==> config.mk <==
export PLATFORM = sky130hd
export DESIGN_NAME = fifo_burst_reader
export DESIGN_NICKNAME = d
export VERILOG_FILES = /design/src/rtl/fifo_burst_reader.sv
export SDC_FILE = /design/constraint.sdc
export NUM_CORES = 1
export LEC_CHECK = 0
export ABC_CLOCK_PERIOD_IN_PS = 1900
export CORE_MARGIN = 2
export CORE_UTILIZATION = 30
export CTS_BUF_LIST = sky130_fd_sc_hd__clkbuf_4 sky130_fd_sc_hd__clkbuf_8
export DETAILED_ROUTE_END_ITERATION = 12
export HOLD_SLACK_MARGIN = 0.08
export PLACE_DENSITY_LB_ADDON = 0.3
export SYNTH_ARGS = -nofsm -noshare
export SYNTH_HDL_FRONTEND = slang
export SYNTH_SLANG_ARGS = --single-unit
==> constraint.sdc <==
create_clock -name clk_i -period 1.9 [get_ports clk_i]
set_input_delay 0.19 -clock clk_i [delete_from_list [all_inputs] [get_ports clk_i]]
set_output_delay 0.19 -clock clk_i [all_outputs]
set_load 0.02 [all_outputs]
==> src/rtl/fifo_burst_reader.sv <==
// Read-side burst consumer for the dual-clock FIFO (showahead), framing bursts with sop/eop.
// Optional statistics counters are enabled with FIFO_BURST_READER_STATS_EN.
module fifo_burst_reader #(
  parameter int unsigned DWIDTH    = 8,
  parameter int unsigned AWIDTH    = 4,
  parameter int unsigned BURST_LEN = 4,
  parameter int unsigned TIMEOUT   = 16
) (
  input  logic              clk_i,
  input  logic              aclr_i,
  input  logic              rd_empty_i,
  input  logic [AWIDTH-1:0] rd_usedw_i,
  input  logic [DWIDTH-1:0] q_i,
  output logic              rd_req_o,
  output logic [DWIDTH-1:0] data_o,
  output logic              valid_o,
  input  logic              ready_i,
  output logic              sop_o,
  output logic              eop_o,
`ifdef FIFO_BURST_READER_STATS_EN
  output logic [15:0]       burst_cnt_o,
  output logic [15:0]       timeout_cnt_o,
`endif
  output logic              busy_o
);

  localparam int unsigned CntW = $clog2(TIMEOUT) + 1;
  localparam int unsigned RemW = AWIDTH + 1;
  localparam logic [RemW-1:0] BurstLen    = RemW'(BURST_LEN);
  localparam logic [CntW-1:0] TimeoutLast = CntW'(TIMEOUT - 1);

  typedef enum logic [1:0] {StIdle, StWait, StBurst} state_e;

  state_e            state_q, state_d;
  logic [CntW-1:0]   cnt_q, cnt_d;
  logic [RemW-1:0]   rem_q, rem_d;
  logic              first_q, first_d;
  logic [DWIDTH-1:0] data_q, data_d;
  logic              valid_q, valid_d;
  logic              sop_q, sop_d;
  logic              eop_q, eop_d;
  logic [RemW-1:0]   lvl;
  logic              full_avail;
  logic              pop;
  logic              accept;
  logic              timeout_start;

  // usedw wraps to 0 when the FIFO is completely full
  always_comb begin
    lvl = {1'b0, rd_usedw_i};
    if ((rd_usedw_i == '0) && !rd_empty_i) lvl = {1'b1, {AWIDTH{1'b0}}};
  end

  assign full_avail = (lvl >= BurstLen);
  assign accept     = valid_q & ready_i;

  always_comb begin
    state_d       = state_q;
    cnt_d         = cnt_q;
    rem_d         = rem_q;
    first_d       = first_q;
    pop           = 1'b0;
    timeout_start = 1'b0;
    unique case (state_q)
      StIdle: begin
        if (full_avail) begin
          state_d = StBurst;
          rem_d   = BurstLen;
          first_d = 1'b1;
        end else if (!rd_empty_i) begin
          state_d = StWait;
          cnt_d   = '0;
        end
      end
      StWait: begin
        if (rd_empty_i) begin
          state_d = StIdle;
        end else if (full_avail) begin
          state_d = StBurst;
          rem_d   = BurstLen;
          first_d = 1'b1;
        end else if (cnt_q == TimeoutLast) begin
          state_d       = StBurst;
          rem_d         = lvl;
          first_d       = 1'b1;
          timeout_start = 1'b1;
        end else begin
          cnt_d = cnt_q + CntW'(1);
        end
      end
      StBurst: begin
        // Pop only once the output register is free or being drained this cycle
        pop = (rem_q != '0) & ~rd_empty_i & (~valid_q | ready_i);
        if (pop) begin
          rem_d   = rem_q - RemW'(1);
          first_d = 1'b0;
          if (rem_q == RemW'(1)) state_d = StIdle;
        end else if (rem_q == '0) begin
          state_d = StIdle;
        end
      end
      default: state_d = StIdle;
    endcase
  end

  always_comb begin
    data_d  = data_q;
    valid_d = valid_q;
    sop_d   = sop_q;
    eop_d   = eop_q;
    if (pop) begin
      data_d  = q_i;
      valid_d = 1'b1;
      sop_d   = first_q;
      eop_d   = (rem_q == RemW'(1));
    end else if (accept) begin
      valid_d = 1'b0;
      sop_d   = 1'b0;
      eop_d   = 1'b0;
    end
  end

  always_ff @(posedge clk_i or negedge aclr_i) begin
    if (!aclr_i) begin
      state_q <= StIdle;
      cnt_q   <= '0;
      rem_q   <= '0;
      first_q <= 1'b0;
      data_q  <= '0;
      valid_q <= 1'b0;
      sop_q   <= 1'b0;
      eop_q   <= 1'b0;
    end else begin
      state_q <= state_d;
      cnt_q   <= cnt_d;
      rem_q   <= rem_d;
      first_q <= first_d;
      data_q  <= data_d;
      valid_q <= valid_d;
      sop_q   <= sop_d;
      eop_q   <= eop_d;
    end
  end

  assign rd_req_o = pop;
  assign data_o   = data_q;
  assign valid_o  = valid_q;
  assign sop_o    = sop_q;
  assign eop_o    = eop_q;
  assign busy_o   = (state_q != StIdle) | valid_q;

`ifdef FIFO_BURST_READER_STATS_EN
  logic [15:0] burst_cnt_q, timeout_cnt_q;

  always_ff @(posedge clk_i or negedge aclr_i) begin
    if (!aclr_i) begin
      burst_cnt_q   <= '0;
      timeout_cnt_q <= '0;
    end else begin
      if (accept && eop_q && (burst_cnt_q != 16'hFFFF)) burst_cnt_q <= burst_cnt_q + 16'd1;
      if (timeout_start && (timeout_cnt_q != 16'hFFFF)) timeout_cnt_q <= timeout_cnt_q + 16'd1;
    end
  end

  assign burst_cnt_o   = burst_cnt_q;
  assign timeout_cnt_o = timeout_cnt_q;
`endif

endmodule

==> results.txt, run 1 <==
* Critical path data required time: 2.06 ns
* Max Slew Vio Count: 0
- For this run, the slowest stage of the critical path takes 0.38 ns.
* Quantity of I/O buffers inserted on ports: 28
- Of the cells placed in the final design, the portion with a size suffix greater than 1 is 0.363.
- For this run, design rule violations remaining after detail routing come to 0.
- Setup tns final: -0.170 ns
* Cell type contributing the most total cell area after synthesis: sky130_fd_sc_hd__dfrtp_1
- In the final routed layout, each cell accounts on average for 14.6 um.
- The worst register-to-register path has a depth of 7.
- Hold violation total from the final report: 0
- Die outline width: 72.7 um
- Critical path capture point type: flop
* Cells after synthesis: 139
* Number of warning messages in the yosys log: 0
* Register bit count reported by yosys: 24
- In this run, CTS created clock tree buffers numbering 3.
- 0 antenna diodes ended up in the layout.
* Share of synthesized area occupied by flip-flops and latches: 0.424
- The congestion estimate from routability-driven global placement came to 0.964.
- In this run, synthesis inferred 0 flip-flops with an integrated enable.
- Root buffer selected by CTS: sky130_fd_sc_hd__clkbuf_8
* Worst ir drop on vdd: 0.000690 V
- Count of TritonRoute iterations in the first routing pass: 4
- Number of unique standard cell types used by synthesis: 44
* Share of the synthesized area in compound gates (AO/OA/AOI/OAI): 0.122
* Mean Syn Cell Area: 10.2 um^2
- At the end of the flow the core is filled with cells to 0.487.
- The first global-routing pass estimated 6.03 mm of wire.
- Worst-case setup margin in the final layout: -0.0505 ns
- Setup violations, final: 5
- Xor/xnor share of the synthesized area: 0
* CTS H-Tree Depth: 1
* Number of primary I/O pins: 29
* Worst hold path class: input pin to asynchronous set/reset pin
- Entering global routing, the biggest net connects 25 pins.
* Part of the cycle the worst path needs: 1.03
* Cell area after synthesis: 1420 um^2
- Number of antenna violations at the first check in global routing: 0
- Highest Clock Rate: 513 MHz
* Filler cell count: 429
- FFs w/ async S/R, synth: 1.00
* Maximum Capacitance Violations: 0
* Critical path data arrival time: 2.11 ns
* Pwr dens: 1610 nW/um^2
* Die Y-Extent: 72.7 um
- OpenSTA, run right after detailed placement, puts the worst setup slack at -0.116 ns.
* Arithmetic-cell share of the synthesized area counting full adders, half adders and majority gates: 0.0707
* Clk buf depth: 2
- Static leakage power: 0.974 nW
- The final route contains 1275 vias.
- Of the post-synthesis cell area, the dominant cell type holds 0.424.
- The slowest stage of the critical path belongs to the cell sky130_fd_sc_hd__or3_4.
- Number of buffer and inverter stages on the critical path: 0
* Setup repair after global routing missed its margin: yes
- Across the routed clock network, the largest skew measured is 0.00150 ns.
- Across every metal layer, demand over resource in global routing totals 0.146.
* Simple-gate portion of the synthesized area: 0.198
- Post-DRT Antenna Nets: 0
- Headroom to the max-slew limit came out at 0.679.
* Leading register cell type out of synthesis: sky130_fd_sc_hd__dfrtp_1
- Core Rows: 24
- Worst-margin pin slew: 0.476 ns
- Synth cell count leaders: 24 x sky130_fd_sc_hd__dfrtp_1, 16 x sky130_fd_sc_hd__nand2_1, 12 x sky130_fd_sc_hd__inv_1
- The critical path is of the flop to flop type.
- By area, the combinational part of the netlist is dominated by simple AND/OR/NAND/NOR gates.
* Clock latency on the worst-skew pair: 0.27 ns
- The flow ran to the end, but the final reports show violations.
* Area of the core: 4440 um^2
* Kind of start point of the critical path: flop
- Failing checks: setup timing
* DP Wirelength: 2.78 mm
- Post-layout minimum cycle time: 1.95 ns
- Count of nets after finishing: 226
- Measured against the total synthesized area, the mux share comes to 0.113.
- TritonCTS built the clock tree.
- The signal on the critical path passes through ha_2 > and3_4 > ha_4 > nor2b_2 > o221a_2 > or3_4 > mux2_2.
- Area added between synthesis and finish: 52.9%
- After detailed routing, the total wire length is 3.68 mm.
- Overall Power: 3.48 mW
* Die area: 5280 um^2
- The detailed router finished its first iteration with 80 violations.
* Vias/cell: 5.04
* Most common cell in the netlist: sky130_fd_sc_hd__dfrtp_1
- Maximum fanout encountered on the critical timing path: 5
- Final hold analysis gives a worst-case slack of 0.288 ns.
* Clock sink count: 24
* Cell depth of the worst setup path: 7
- Clock-pin slew of the registers on the worst-case setup and hold paths: 0.09 ns
- Main area contributors after synthesis: sky130_fd_sc_hd__dfrtp_1 42%, sky130_fd_sc_hd__ha_1 7.1%, sky130_fd_sc_hd__mux2_4 5.3%
* Effective utilization at floorplan: 0.318
- Total global routing overflow: 0
- Post-Synthesis Net Count: 163
* Kind of cell adding the most delay to the critical path: simple AND/OR/NAND/NOR gates
- The number of global-route vias before repair is 1330.
==> registers in the layout, summed over array words and instances (netlist names) <==
register	cells
data_o	8
eop_o	1
valid_o	1
first_q	1
rem_q	5
sop_o	1
cnt_q	5
state_q	2
==> worst register-to-register path, cell delays in order, from the launching register on <==
cell	delay (ns)
sky130_fd_sc_hd__dfrtp_1	0.36
sky130_fd_sc_hd__ha_2	0.18
sky130_fd_sc_hd__and3_4	0.20
sky130_fd_sc_hd__ha_4	0.13
sky130_fd_sc_hd__nor2b_2	0.04
sky130_fd_sc_hd__o221a_2	0.27
sky130_fd_sc_hd__or3_4	0.38
sky130_fd_sc_hd__mux2_2	0.28
==> cell type report <==
cell class                 count  area, um^2  share of cell area
multi-input combinational     96         816               0.377
sequential                    24         601               0.278
timing repair buffer          65         566               0.261
tap                           52        65.1              0.0301
inverter                      12        45.0              0.0208
clock buffer                   3        41.3              0.0191
clock inverter                 1        30.0              0.0139
==> layer usage <==
| metal | global-route usage | up-vias | part of all wire |
|---|---|---|---|
| li1 | - | 619 | - |
| met1 | 0.192 | 602 | 0.44 |
| met2 | 0.244 | 48 | 0.49 |
| met3 | 0.0221 | 6 | 0.053 |
| met4 | 0.0494 | 0 | 0.015 |
| met5 | 0 | - | 0 |
==> final timing paths <==
| check | startpoint | end | slack, ns |
|---|---|---|---|
| min in group clk_i | cnt_q[4]$_DFFE_PN0P_ | cnt_q[4]$_DFFE_PN0P_ | 0.49 |
| worst min register to register | cnt_q[4]$_DFFE_PN0P_ | cnt_q[4]$_DFFE_PN0P_ | 0.49 |
| worst min-delay path | aclr_i | rem_q[3]$_DFFE_PN0P_ | 0.29 |
| worst max-delay path | cnt_q[0]$_DFFE_PN0P_ | rem_q[0]$_DFFE_PN0P_ | -0.05 |
| worst max register to register | cnt_q[0]$_DFFE_PN0P_ | rem_q[0]$_DFFE_PN0P_ | -0.05 |
| max in group asynchronous | aclr_i | cnt_q[2]$_DFFE_PN0P_ | 1.37 |
==> layout by cell type, fill, tap and decap left out, types with 2 or more instances in the layout <==
master / n
sky130_fd_sc_hd__and3_4: 2
sky130_fd_sc_hd__mux2i_1: 4
sky130_fd_sc_hd__a21oi_1: 3
sky130_fd_sc_hd__or3_1: 2
sky130_fd_sc_hd__inv_1: 9
sky130_fd_sc_hd__nand2_1: 16
sky130_fd_sc_hd__nand3_1: 7
sky130_fd_sc_hd__clkbuf_8: 3
sky130_fd_sc_hd__inv_2: 3
sky130_fd_sc_hd__ha_1: 5
sky130_fd_sc_hd__nand3b_1: 2
sky130_fd_sc_hd__mux2_2: 4
sky130_fd_sc_hd__buf_6: 3
sky130_fd_sc_hd__o21ai_0: 5
sky130_fd_sc_hd__clkdlybuf4s50_1: 26
sky130_fd_sc_hd__nand4b_1: 2
sky130_fd_sc_hd__ha_4: 2
sky130_fd_sc_hd__mux2_4: 5
sky130_fd_sc_hd__nor2_1: 4
sky130_fd_sc_hd__buf_4: 35
sky130_fd_sc_hd__dfrtp_1: 24
sky130_fd_sc_hd__a32oi_1: 2
sky130_fd_sc_hd__nor2b_1: 4
==> kinds of logic after synthesis <==
group,count (synthesis)
flops,24
simple gates,51
mux,13
fa+ha+maj,8
compound gates,24
buf+inv,19
==> per-stage QoR <==
step	instance area, um^2	instances
after global routing	2160	253
after floorplan	1440	139
after global placement	1980	246
final	2160	253
after CTS	2080	250
after detailed placement	1980	246
==> power by group <==
group          internal (mW)  total, mW  switching (mW)
Combinational           1.17       2.18            1.00
Sequential             0.723      0.857           0.134
Clock                  0.282      0.451           0.169
==> timing repair <==
item / CTS / global route
gates resized for setup: 13 / 13
pin swaps: 0 / 4
endpoints found under the setup margin: 14 / 18
hold buffers: 0 / 0
setup buffers: 0 / 3
(Power assumes the default switching activity.)
==> run 2: changes to the inputs <==
--- a/config.mk
+++ b/config.mk
@@ -6,12 +6,14 @@
 export NUM_CORES = 1
 export LEC_CHECK = 0
 export ABC_CLOCK_PERIOD_IN_PS = 1900
+export CAP_MARGIN = 20
 export CORE_MARGIN = 2
 export CORE_UTILIZATION = 30
 export CTS_BUF_LIST = sky130_fd_sc_hd__clkbuf_4 sky130_fd_sc_hd__clkbuf_8
 export DETAILED_ROUTE_END_ITERATION = 12
 export HOLD_SLACK_MARGIN = 0.08
 export PLACE_DENSITY_LB_ADDON = 0.3
+export SLEW_MARGIN = 20
 export SYNTH_ARGS = -nofsm -noshare
 export SYNTH_HDL_FRONTEND = slang
 export SYNTH_SLANG_ARGS = --single-unit
==> results of run 2 <==
No change in the layout: final DEF, timing and power equal those of run 1.
